<file path="src/rtl/round_robin_arbiter_16.sv">
// 16-source round-robin arbiter driving a 16x20 mux select; ARB_LOCK_EN enables burst hold via lock.
// Latency: 1 cycle from req sample to out_valid; while out_ready=0 the grant is frozen and req is ignored.
module round_robin_arbiter_16 (
  input  logic        clk,
  input  logic        rst,
  input  logic [15:0] req,
  input  logic        out_ready,
  input  logic        lock,
  output logic [3:0]  addr,
  output logic [15:0] grant,
  output logic        out_valid
);

  typedef enum logic {
    IDLE  = 1'b0,
    GRANT = 1'b1
  } state_t;

  state_t      state;
  state_t      state_nxt;
  logic [3:0]  ptr;
  logic [3:0]  ptr_nxt;
  logic [3:0]  addr_nxt;
  logic [3:0]  win_idx;
  logic [3:0]  scan_idx;
  logic        win_vld;
  logic        hold;

  // Scan starts at ptr; the 4-bit sum wraps 15->0.
  always_comb begin
    win_vld  = 1'b0;
    win_idx  = ptr;
    scan_idx = ptr;
    for (int k = 0; k < 16; k++) begin
      scan_idx = ptr + 4'(k);
      if (!win_vld && req[scan_idx]) begin
        win_vld = 1'b1;
        win_idx = scan_idx;
      end
    end
  end

`ifdef ARB_LOCK_EN
  assign hold = lock & req[addr];
`else
  logic unused_lock;
  assign unused_lock = lock;
  assign hold        = 1'b0;
`endif

  always_comb begin
    state_nxt = state;
    ptr_nxt   = ptr;
    addr_nxt  = addr;
    case (state)
      IDLE: begin
        if (win_vld) begin
          state_nxt = GRANT;
          addr_nxt  = win_idx;
        end
      end
      GRANT: begin
        if (out_ready && !hold) begin
          state_nxt = IDLE;
          ptr_nxt   = addr + 4'd1;
        end
      end
    endcase
  end

  always_comb begin
    out_valid = 1'b0;
    grant     = '0;
    if (state == GRANT) begin
      out_valid = 1'b1;
      grant     = 16'd1 << addr;
    end
  end

  always_ff @(posedge clk) begin
    if (rst) begin
      state <= IDLE;
      ptr   <= 4'd0;
      addr  <= 4'd0;
    end else begin
      state <= state_nxt;
      ptr   <= ptr_nxt;
      addr  <= addr_nxt;
    end
  end

endmodule

</file>
<file path="config.mk">
export PLATFORM = sky130hd
export DESIGN_NAME = round_robin_arbiter_16
export DESIGN_NICKNAME = d
export VERILOG_FILES = /design/src/rtl/round_robin_arbiter_16.sv
export SDC_FILE = /design/constraint.sdc
export NUM_CORES = 1
export LEC_CHECK = 0
export BUFFER_PORTS_ARGS = -buffer_cell sky130_fd_sc_hd__buf_2
export CAP_MARGIN = 10
export CELL_PAD_IN_SITES_DETAIL_PLACEMENT = 1
export CELL_PAD_IN_SITES_GLOBAL_PLACEMENT = 2
export CORE_MARGIN = 2
export CORE_UTILIZATION = 30
export DETAILED_ROUTE_END_ITERATION = 10
export PLACE_DENSITY_LB_ADDON = 0.1
export SYNTH_ARGS = -nofsm -noshare
export SYNTH_HDL_FRONTEND = slang
export SYNTH_SLANG_ARGS = --single-unit
</file>
<file path="constraint.sdc">
create_clock -name clk -period 6.45 [get_ports clk]
set_input_delay 0.9675 -clock clk [delete_from_list [all_inputs] [get_ports clk]]
set_output_delay 0.9675 -clock clk [all_outputs]
set_load 0.05 [all_outputs]
</file>
# [Yosys cells after proc, flatten, opt, wreduce, memory -nomap -nowiden]
# Index checks and enable logic that the tools add are counted.
[classes] shifts=1 n_addsub=16 n_lt_le_gt_ge=16 mux=68 n_reduce_logical=32 bitwise_logic=1
[op_table] operator="$lt 4x5->1 const B" n=16
[op_table] operator="$bmux 1 s4" n=16
[op_table] operator="$mux 4" n=15
[op_table] operator="$mux 1" n=35
[op_table] operator="$add 4x4->4 const B" n=8
[op_table] operator="$add 4x3->4 const B" n=4
[op_table] operator="$mux 16" n=1
[op_table] operator="$shl 1x4->16 const A" n=1
[op_table] operator="$logic_and 1x1->1" n=15
[op_table] operator="$logic_not 1->1" n=15
[op_table] operator="$add 4x1->4 const B" n=2
[op_table] operator="$add 4x2->4 const B" n=2
[op_table] operator="$reduce_and 2->1" n=2
[op_table] operator="$pmux 1 s2" n=1
[op_table] operator="$not 1->1" n=1
[word_totals] reg_bits=9 word_cells=137 output_inout_bits=21

# [Longest topological paths before layout]
[depth] word_depth=50 depth_mapped=17 depth_no_buf=11

# [Worst setup path after synthesis]
# OpenSTA, ideal clock, no wires.
[synth_timing] path_kind="register to register" start="reg ptr[1]" end="reg addr[0]" setup_ps=134 setup_slack_ps=1498 synth_period_minus_slack_ps=4952 required_time_ps=6316 path_buffers=5 arrival_time_ps=4818 path_stages_with_launch=17 cell_sequence="dfxtp_1 buf_2 buf_2 clkbuf_1 inv_1 ha_1 clkbuf_1 mux4_2 mux2_2 a211oi_1 nand3_1 or4b_4 buf_6 a211o_1 and4_1 o21ai_1 a21oi_1"
[synth_via] elab_chain_len=49 word_cells_on_any_way=109
[synth_rtl] item="from (decl)" line="21" text="logic [3:0] ptr;"
[synth_rtl] item="from (signal assigned)" line="87" text="ptr <= ptr_nxt;"
[synth_rtl] item="parallel branches: the longest is 49 deep, another holds $add 4x1->4"
[synth_rtl] item="to (signal assigned)" line="88" text="addr <= addr_nxt;"
[synth_rtl] item="to (decl)" line="9" text="output logic [3:0] addr,"
# Several ways; the timed one is not identified. The select of a mux whose other input is x is not followed.
# A chain may end at the register's enable or synchronous reset.

# [Worst setup path after layout]
[layout_timing] start="reg ptr[1]" end="reg addr[3]"
# The elaborated chain is that of the path after synthesis.

==> impl_metrics.csv <==
group,metric,value,unit
run_status,status,"complete, no violations",
place,place_congestion,0.8030,
synth,synth.distinct_cells,69,
place,dpl_cell_area,0.003296,mm^2
synth,yosys-top-cells-area,"mux4_2, mux2i_1, mux2_2, dfxtp_1, ha_1",
die,start_util,30.68,%
die,die_w,103.5,um
pwr,power_density,180.1,mW/mm^2
die,num_rows,36,
synth,synth.most_common_cell,"nor2_1",
routing,finalWirelength,10.44,mm
synth,synth_common_cells,"nor2_1, mux2i_1, nand2_1",
grt,grt_pass1_vias,2945,
place,numPortBuffers,39,
die,dieArea,0.01072,mm^2
critical_path,worst_setup_path_start_kind,"flop",
timing,final.period_utilization,75.51,%
finish,drive_gt1_share,26.91,%
clocking,cts_setup_buffers,0,
routing,avgRoutedWirePerCell,20.38,um
clocking,cts.sinks,9,
finish,regArea,180.2,um^2
job,cap_violations,0,
die,ioPinCount,41,
critical_path,critPathCaptureType,"flop",
synth,netlist.area_leader.share,17.43,%
pwr,leakagePower,1.253,nW
finish,fin_area,0.003341,mm^2
timing,whs,0.5955,ns
timing,tns,0,ns
finish,n_antenna_cell,0,
clocking,postCtsHoldBufs,0,
critical_path,critPathKind,"reg -> reg",
clocking,root_buffer,"clkbuf_8",
synth,ys_warn_count,0,
synth,ys_seq_elements,9,
routing,dr.pass1.iters,4,
critical_path,cp.arrival,5.02,ns
finish,fin_util,34.50,%
timing,finClkSkew,0.0007715,ns
min_path,hold_class,"reg -> reg",
timing,setup_slack,1.580,ns
clocking,cts_made_buffers,3,
finish,area_delta_synth_final,12.42,%
die,die_y,103.5,um
critical_path,reg2regPathDepth,11,
timing,rsz0062_at_grt,"false",
synth,synth_seq_area_share,6.063,%
clocking,max-clock-path-buffers,2,
die,core_region_area,0.009684,mm^2
finish,multiInputGateArea,0.002645,mm^2
synth,synth_edf_count,0,
place,hpwl,8.056,mm
synth,synth_cells,349,
grt,grt_max_degree,33,
clocking,clk-insertion-delay-late,0.23,ns
place,dp_slack,1.505,ns
grt,grt_pass1_wl,16.82,mm
clocking,clk_pin_slew,0.04,ns
timing,final-max-slew-violation-count,0,
timing,finalSetupViolCount,0,
timing,min_period,4.870,ns
synth,yosysTopAreaCell,"mux4_2",
grt,antenna_found_initial,0,
routing,detail-route-antenna-nets,0,
timing,worstMarginPinSlew,0.9763,ns
routing,vias,2962,
min_path,worstHoldPathCells,2,
synth,ys_async_sr_fraction,0,%
routing,via_per_inst,5.785,
grt,grt_overflow,0,
finish,finalNetCount,413,
clocking,cts-htree-levels,1,
synth,syn-num-nets,382,
timing,max_slew_margin,34.32,%
routing,drt_iter0_markers,104,
finish,fill_cells,1177,
critical_path,crit_required,6.60,ns
clocking,tritoncts,"built",
clocking,post_cts_resized,0,
critical_path,critPathMaxFanout,16,
grt,grt_usage,19.29,%
timing,max_freq,205.3,MHz
routing,drc,0,
pwr,peakVddDrop,0.07224,mV
synth,syn_area,0.002972,mm^2
synth,synth_flop_cell,"dfxtp_1",
timing,hold_violations,0,
synth,syn_avg_cell_area,8.515,um^2
[cell usage in the layout (no fill, tap or decap), types with 3 or more instances in the layout]
cell,instances
buf_2,39
nor2_1,35
mux2i_1,30
nand2_1,29
mux4_2,23
mux2_2,17
o21ai_0,17
ha_1,13
inv_1,10
a21oi_1,10
nand3_1,10
dfxtp_1,9
buf_4,9
a211oi_1,8
nor3_1,7
and2_1,5
xor2_1,5
mux4_1,5
nor2b_1,5
a31oi_1,5
nand2b_1,4
xnor2_1,4
o211a_1,4
a211o_1,4
o2111ai_1,3
or3_1,3
nand3b_1,3
nor3b_1,3
nor4_1,3
o22ai_1,3
o221ai_1,3
a311oi_1,3
clkbuf_8,3
[critical path, cell delays in order, from the launching register on]
cell	delay, ns
dfxtp_1	0.32
inv_1	0.17
ha_1	0.72
buf_4	0.38
mux4_2	0.57
mux2_2	0.32
mux2i_1	0.40
nand3_1	0.27
nor4_1	0.89
a41oi_1	0.27
a21bo_1	0.27
a211oi_2	0.20
[routing by layer]
metal / track usage, % / vias to the layer above / part of all wire (%)
met4: 1.448 / 0 / 0.22
met5: 0 / - / 0
met1: 26.84 / 1483 / 48
met2: 34.58 / 43 / 50
met3: 0.9440 / 2 / 2.1
li1: - / 1434 / -
[power breakdown]
part	total [mW]	leakage (nW)	internal (mW)	switching, mW
logic	0.464	1.16	0.180	0.284
clock network	0.0642	0.0228	0.0430	0.0212
registers	0.0736	0.0741	0.0619	0.0117
[worst paths after layout]
path | end | slack (ns) | from
max | addr[3] | 1.58 | ptr[1]
min | addr[0] | 0.60 | addr[0]
max reg2reg | addr[3] | 1.58 | ptr[1]
min reg2reg | addr[0] | 0.60 | addr[0]
[metrics by stage]
stage          std cells  total power, mW
6_report             512           0.6015
5_1_grt              512           0.6550
4_1_cts              512           0.6070
3_5_place_dp         508           0.5390
3_3_place_gp         508           0.5356
2_1_floorplan        349           0.4107
[layout make-up]
class / count / area share [%]
Tap cell: 133 / 4.981
Clock buffer: 4 / 1.348
Multi-Input combinational cell: 307 / 79.18
Timing Repair Buffer: 48 / 7.865
Sequential cell: 9 / 5.393
Inverter: 11 / 1.236
[sequential cells by signal, indices dropped and copies added (netlist names)]
name and count:
addr 4, ptr 4, state 1
[cell families (layout without fill, tap and decap cells)]
family                   after synthesis  after routing  share of synthesized area, %
multiplexers                          76             76                         38.91
buffers and inverters                 33             63                         4.926
adder cells (fa/ha/maj)               13             13                         5.474
flip-flops                             9              9                         6.063
AND/OR/NAND/NOR                      120            120                         20.13
XOR/XNOR                               9              9                         2.652
AO/OA/AOI/OAI                         89             89                         21.85
(Power assumes the default switching activity.)
